File: src/rtl/buzzer_arbiter.sv
// buzzer_arbiter: priority arbiter that plays one of four short melodies
// on a shared square-wave buzzer, with preemption by higher-priority ids.
module buzzer_arbiter #(
    parameter int unsigned NOTE_CYCLES = 5_000_000,
    parameter int unsigned T_DO        = 95_566,
    parameter int unsigned T_MI        = 75_843,
    parameter int unsigned T_SOL       = 63_776,
    parameter int unsigned T_SI        = 50_619
) (
    input  logic       clk,
    input  logic       rst,
    input  logic [3:0] req,
    input  logic       mute,
    output logic       buzzer,
    output logic       busy,
    output logic [1:0] active_id
);

    function automatic int unsigned max2(
        input int unsigned a,
        input int unsigned b
    );
        return (a > b) ? a : b;
    endfunction

    localparam int unsigned TMAX =
        max2(max2(T_DO, T_MI), max2(T_SOL, T_SI));
    localparam int unsigned TW = $clog2(TMAX + 1);
    localparam int unsigned NW = $clog2(NOTE_CYCLES + 1);

    localparam logic [TW-1:0] P_DO  = TW'(T_DO);
    localparam logic [TW-1:0] P_MI  = TW'(T_MI);
    localparam logic [TW-1:0] P_SOL = TW'(T_SOL);
    localparam logic [TW-1:0] P_SI  = TW'(T_SI);
    localparam logic [NW-1:0] N_END = NW'(NOTE_CYCLES - 1);

    typedef enum logic {
        S_IDLE,
        S_PLAY
    } state_e;

    state_e        state_q, state_d;
    logic [3:0]    pend_q, pend_d;
    logic [1:0]    id_q, id_d;
    logic [1:0]    note_q, note_d;
    logic [TW-1:0] tone_q, tone_d;
    logic [NW-1:0] timer_q, timer_d;
    logic          level_q, level_d;
    logic          buzzer_q, buzzer_d;

    logic [1:0]    sel;
    logic [3:0]    clr;
    logic          higher;
    logic          start;
    logic [TW-1:0] cur_t;
    logic          cur_rest;

    // Highest pending index, and whether it outranks the active melody.
    always_comb begin
        sel = 2'd0;
        if (pend_q[3]) begin
            sel = 2'd3;
        end else if (pend_q[2]) begin
            sel = 2'd2;
        end else if (pend_q[1]) begin
            sel = 2'd1;
        end
        higher = |(pend_q & (4'b1110 << id_q));
    end

    // Melody table: half-period and rest flag of the current note.
    always_comb begin
        cur_t    = P_SI;
        cur_rest = 1'b0;
        case (id_q)
            2'd0: cur_t = P_SI;
            2'd1: cur_t = (note_q == 2'd0) ? P_DO : P_MI;
            2'd2: begin
                if (note_q == 2'd0) begin
                    cur_t = P_DO;
                end else if (note_q == 2'd1) begin
                    cur_t = P_MI;
                end else begin
                    cur_t = P_SOL;
                end
            end
            default: begin
                cur_t    = P_SI;
                cur_rest = note_q[0];
            end
        endcase
    end

    // Next state: selection/preemption first, then note and tone timing.
    always_comb begin
        state_d = state_q;
        id_d    = id_q;
        note_d  = note_q;
        tone_d  = tone_q;
        timer_d = timer_q;
        level_d = level_q;
        clr     = 4'b0000;
        start   = 1'b0;

        if (state_q == S_IDLE) begin
            start = |pend_q;
        end else begin
            start = higher;
        end

        if (start) begin
            state_d  = S_PLAY;
            id_d     = sel;
            clr[sel] = 1'b1;
            note_d   = 2'd0;
            tone_d   = '0;
            timer_d  = '0;
            level_d  = 1'b0;
        end else if (state_q == S_PLAY) begin
            if (timer_q == N_END) begin
                timer_d = '0;
                tone_d  = '0;
                level_d = 1'b0;
                if (note_q == id_q) begin
                    // Melody length is id+1 notes, so note==id is the last.
                    state_d = S_IDLE;
                    id_d    = 2'd0;
                    note_d  = 2'd0;
                end else begin
                    note_d = note_q + 2'd1;
                end
            end else begin
                timer_d = timer_q + 1'b1;
                if (tone_q == cur_t - TW'(1)) begin
                    tone_d  = '0;
                    level_d = cur_rest ? 1'b0 : ~level_q;
                end else begin
                    tone_d = tone_q + 1'b1;
                end
            end
        end

        // A request on the selecting edge re-arms its bit.
        pend_d   = (pend_q & ~clr) | req;
        buzzer_d = level_d & ~mute;
    end

    // State register with asynchronous active-low reset.
    always_ff @(posedge clk or negedge rst) begin
        if (!rst) begin
            state_q  <= S_IDLE;
            pend_q   <= 4'b0000;
            id_q     <= 2'd0;
            note_q   <= 2'd0;
            tone_q   <= '0;
            timer_q  <= '0;
            level_q  <= 1'b0;
            buzzer_q <= 1'b0;
        end else begin
            state_q  <= state_d;
            pend_q   <= pend_d;
            id_q     <= id_d;
            note_q   <= note_d;
            tone_q   <= tone_d;
            timer_q  <= timer_d;
            level_q  <= level_d;
            buzzer_q <= buzzer_d;
        end
    end

    assign buzzer    = buzzer_q;
    assign busy      = (state_q == S_PLAY);
    assign active_id = id_q;

endmodule

File: config.mk
export PLATFORM = sky130hd
export DESIGN_NAME = buzzer_arbiter
export DESIGN_NICKNAME = d
export VERILOG_FILES = /design/src/rtl/buzzer_arbiter.sv
export SDC_FILE = /design/constraint.sdc
export NUM_CORES = 1
export LEC_CHECK = 0
export CAP_MARGIN = 10
export CORE_MARGIN = 3
export CORE_UTILIZATION = 55
export DETAILED_ROUTE_END_ITERATION = 8
export GPL_ROUTABILITY_DRIVEN = 0
export GPL_TIMING_DRIVEN = 0
export PLACE_DENSITY_LB_ADDON = 0.12
export SYNTH_ARGS = -nofsm -noshare
export SYNTH_HDL_FRONTEND = slang
export SYNTH_SLANG_ARGS = --single-unit
File: constraint.sdc
create_clock -name clk -period 3.55 [get_ports clk]
set_clock_uncertainty 0.1 [all_clocks]
set_input_delay 0.355 -clock clk [delete_from_list [all_inputs] [get_ports clk]]
set_output_delay 0.355 -clock clk [all_outputs]
set_load 0.01 [all_outputs]
==> impl_results.md <==
- Status: completed
- Syn avg cell area: 8.816 sq um
- Register area share after synthesis: 41.36%
- Ports: 11
- Clock latency on the worst-skew pair: 310 ps
- Crit-path max FO: 10
- Most used cell, CP: buf_6
- Share of power burned in registers: 30.3%
- Fillers: 431
- R2R depth: 16
- Arr. time, crit path: 3490 ps
- Root Buffer: clkbuf_8
- Nets@finish: 396
- Row Count: 26
- Post-route DRC: 0
- Crit. End Element: flop
- Top cell type's share of synthesized area: 41.36%
- CP required: 3650 ps
- Slew headroom: 29.42%
- Syn_nets: 368
- Max clock buf depth: 2
- Yosys warns: 0
- Clock sinks: 51
- Final setup fails: 0
- Internal cell power: 0.001305 W
- Critical Path Max Stage Delay: 430 ps
- Reported net switching power: 0.0009965 W
- H-tree Lvls: 2
- Synthesized area: 3085 sq um
- Ant diodes: 0
- Final instance area: 3548 sq um
- Final-report hold violation count: 0
- Crit path launch type: flop
- GRT Total Usage: 22.54%
- First-pass GRT wire length: 11.61 mm
- Placed inst area: 3288 sq um
- Port buffer count: 10
- Hold WS: 415.7 ps
- Post-synth top flop: dfrtp_1
- Largest net degree at the start of global routing: 35
- DR WL/cell: 15.71 microns
- Yosys reg bits: 51
- Synth area leaders: dfrtp_1 41%, nor2_1 6.3%, ha_1 4.5%
- Final period utilization: 95.28%
- CTS tree: built
- Sum Neg Setup Slack: 0 ps
- FF-to-FF Start: active_id[0]
- Drt total wl: 7.055 mm
- R2r endpoint: tone_q[15]
- CP top delay family: compound AO/OA/AOI/OAI gates
- Top-count cell post-synth: nor2_1
- Flop2flop setup slack: 170 ps
- Largest area contributor in the netlist: dfrtp_1
- Final critical-path required period: 3382 ps
- Power share of the clock group: 15.2%
- Most common library cells after synthesis: 52 x nor2_1, 51 x dfrtp_1, 31 x nand2_1
- Die Width: 80.90 microns
- CP max-delay cell: dfrtp_2
- Synth cell types: 45
- Max Clock Freq: 295.7 MHz
- Die Span Y: 80.90 microns
- Worst VDD drop: 387.7 uV
- Number of global-route vias before repair: 2532
- Vias/cell: 6.085
- Power Density: 648.7 nW/um^2
- Hpwl dp: 4.858 mm
- Worst slack at placement: -377.5 ps
- Antenna viol nets, final: 0
- Setup CP Type: flop to flop
- Number of synthesized flops with an enable pin: 0
- Share of cells above drive strength 1: 10.55%
- Via count: 2732
- Area Overhead vs Synth: 15.00%
- Die Footprint: 6545 sq um
- Initial DRC count: 197
- Final Max Tran Viols: 0
- Core ar.: 5270 sq um
- Antenna violations before repair: 0
- Actual slew at the worst max-slew pin: 1049 ps
- Static leakage: 1.486 nW
- DRT Pass-1 Iters: 5
- CP bufs+invs: 6
- Cts bufs inserted: 5
- CTS clk-pin slew, worst paths: 110 ps
- Initial core utilization: 58.55%
- Post-synthesis cell count: 350
- Gr ovfl total: 0
- Tightest Hold Check Type: input pin to asynchronous set/reset pin
- Combinational share of power: 54.5%
- Max-cap viol count: 0
- Sw frac: 43.29%
- Worst setup margin: 167.6 ps
- Worst-path cell chain: inv_1 > ha_1 > buf_6 > clkinvlp_4 > a221oi_4 > ha_4 > buf_12 > xor2_4 > mux2i_1 > o22ai_1 > o211ai_1 > nor4_4 > buf_4 > nor2_2 > buf_6 > a221o_1
- Asr flop ratio synth: 100.0%
registers in the layout (all words and copies together), names as in the netlist:
register and flops:
active_id 2, busy 1, buzzer 1, level_q 1, note_q 2, pend_q 4
timer_q 23, tone_q 17
placed cells by master, fill, tap and decap left out, types with 3 or more instances in the layout:
master,synthesis,layout
a21o_1,6,6
and3_1,7,7
or3_1,5,5
nor4_1,6,6
nand2b_1,6,6
buf_4,1,8
a21oi_1,8,8
nand4_1,11,11
or2_2,4,4
nand3_1,25,25
nand2_1,31,31
clkdlybuf4s50_1,0,9
o21ai_0,15,15
clkinvlp_4,0,3
dfrtp_1,51,49
nor3_1,10,9
o31ai_1,6,6
nor2_1,52,52
xnor2_1,12,12
buf_6,2,3
clkbuf_8,0,5
ha_1,11,9
a22o_1,7,7
inv_1,11,10
nor4b_1,3,3
clkbuf_1,9,9
nor2b_1,4,4
o22ai_1,3,3
xor2_1,13,12
a221o_1,7,7
per-stage QoR:
stage               cells  utilization (%)  total power (W)
floorplan             350                -         0.001455
global placement      430            62.11         0.001686
detailed placement    431            62.39         0.001709
CTS                   442            64.79         0.002072
global route          449            67.33         0.002467
finish                449            67.33         0.002302
power groups by stage:
stage | registers, W | clock network, W | logic [W]
floorplan | 0.000697 | 0 | 0.000758
global placement | 0.000709 | 0 | 0.000976
detailed placement | 0.000710 | 0 | 0.000999
CTS | 0.000702 | 0.000356 | 0.00101
global route | 0.000702 | 0.000384 | 0.00138
finish | 0.000697 | 0.000350 | 0.00126
timing repair:
item                       4_1_cts  5_1_grt
setup endpoints to repair       18       18
hold endpoints to repair        17        0
pin swaps                        1        5
hold buffers                     1        0
resized for setup                3       11
setup buffers                    2        7
cell type report:
class                      instances  area (sq um)  area share [%]
tap                               70         87.58           2.468
clock buffer                       5         68.82           1.939
clock inverter                     3         23.77          0.6700
multi-input combinational        275          1767           49.79
sequential                        51          1279           36.04
buffer                            13         72.57           2.045
timing repair buffer              21         205.2           5.783
inverter                          11         45.04           1.269
kinds of logic (layout without fill, tap and decap cells):
kind of cell	Yosys count	after routing	share of synthesized area, %
compound gates	62	62	14.11
xor+xnor	25	25	7.097
fa+ha+maj	11	11	4.461
buf+inv	24	53	3.568
flops	51	51	41.36
mux	3	3	1.054
simple gates	174	174	28.35
worst max-delay path by stage:
stage	start	to	slack [ps]	cells after the start
after global placement	active_id[1]	tone_q[16]	-370	14
final	active_id[0]	tone_q[15]	170	16
after detailed placement	active_id[1]	tone_q[14]	-380	14
after global routing	active_id[0]	tone_q[15]	-30	16
after CTS	active_id[0]	tone_q[11]	9	15
after floorplan	active_id[1]	tone_q[4]	180	14
layer usage:
| layer | wire length [microns] | global-route usage [%] |
|---|---|---|
| met1 | 3293 | 32.55 |
| met3 | 407 | 2.993 |
| met4 | 102 | 7.264 |
| met5 | 0 | 0 |
| met2 | 3252 | 35.06 |
worst reg2reg max path: stages (launching register included):
cell	delay [ps]
dfrtp_2	430
inv_1	80
ha_1	290
buf_6	130
clkinvlp_4	160
a221oi_4	290
ha_4	200
buf_12	120
xor2_4	160
mux2i_1	90
o22ai_1	120
o211ai_1	160
nor4_4	230
buf_4	190
nor2_2	80
buf_6	140
a221o_1	300
Power figures use the tool's default switching activity.
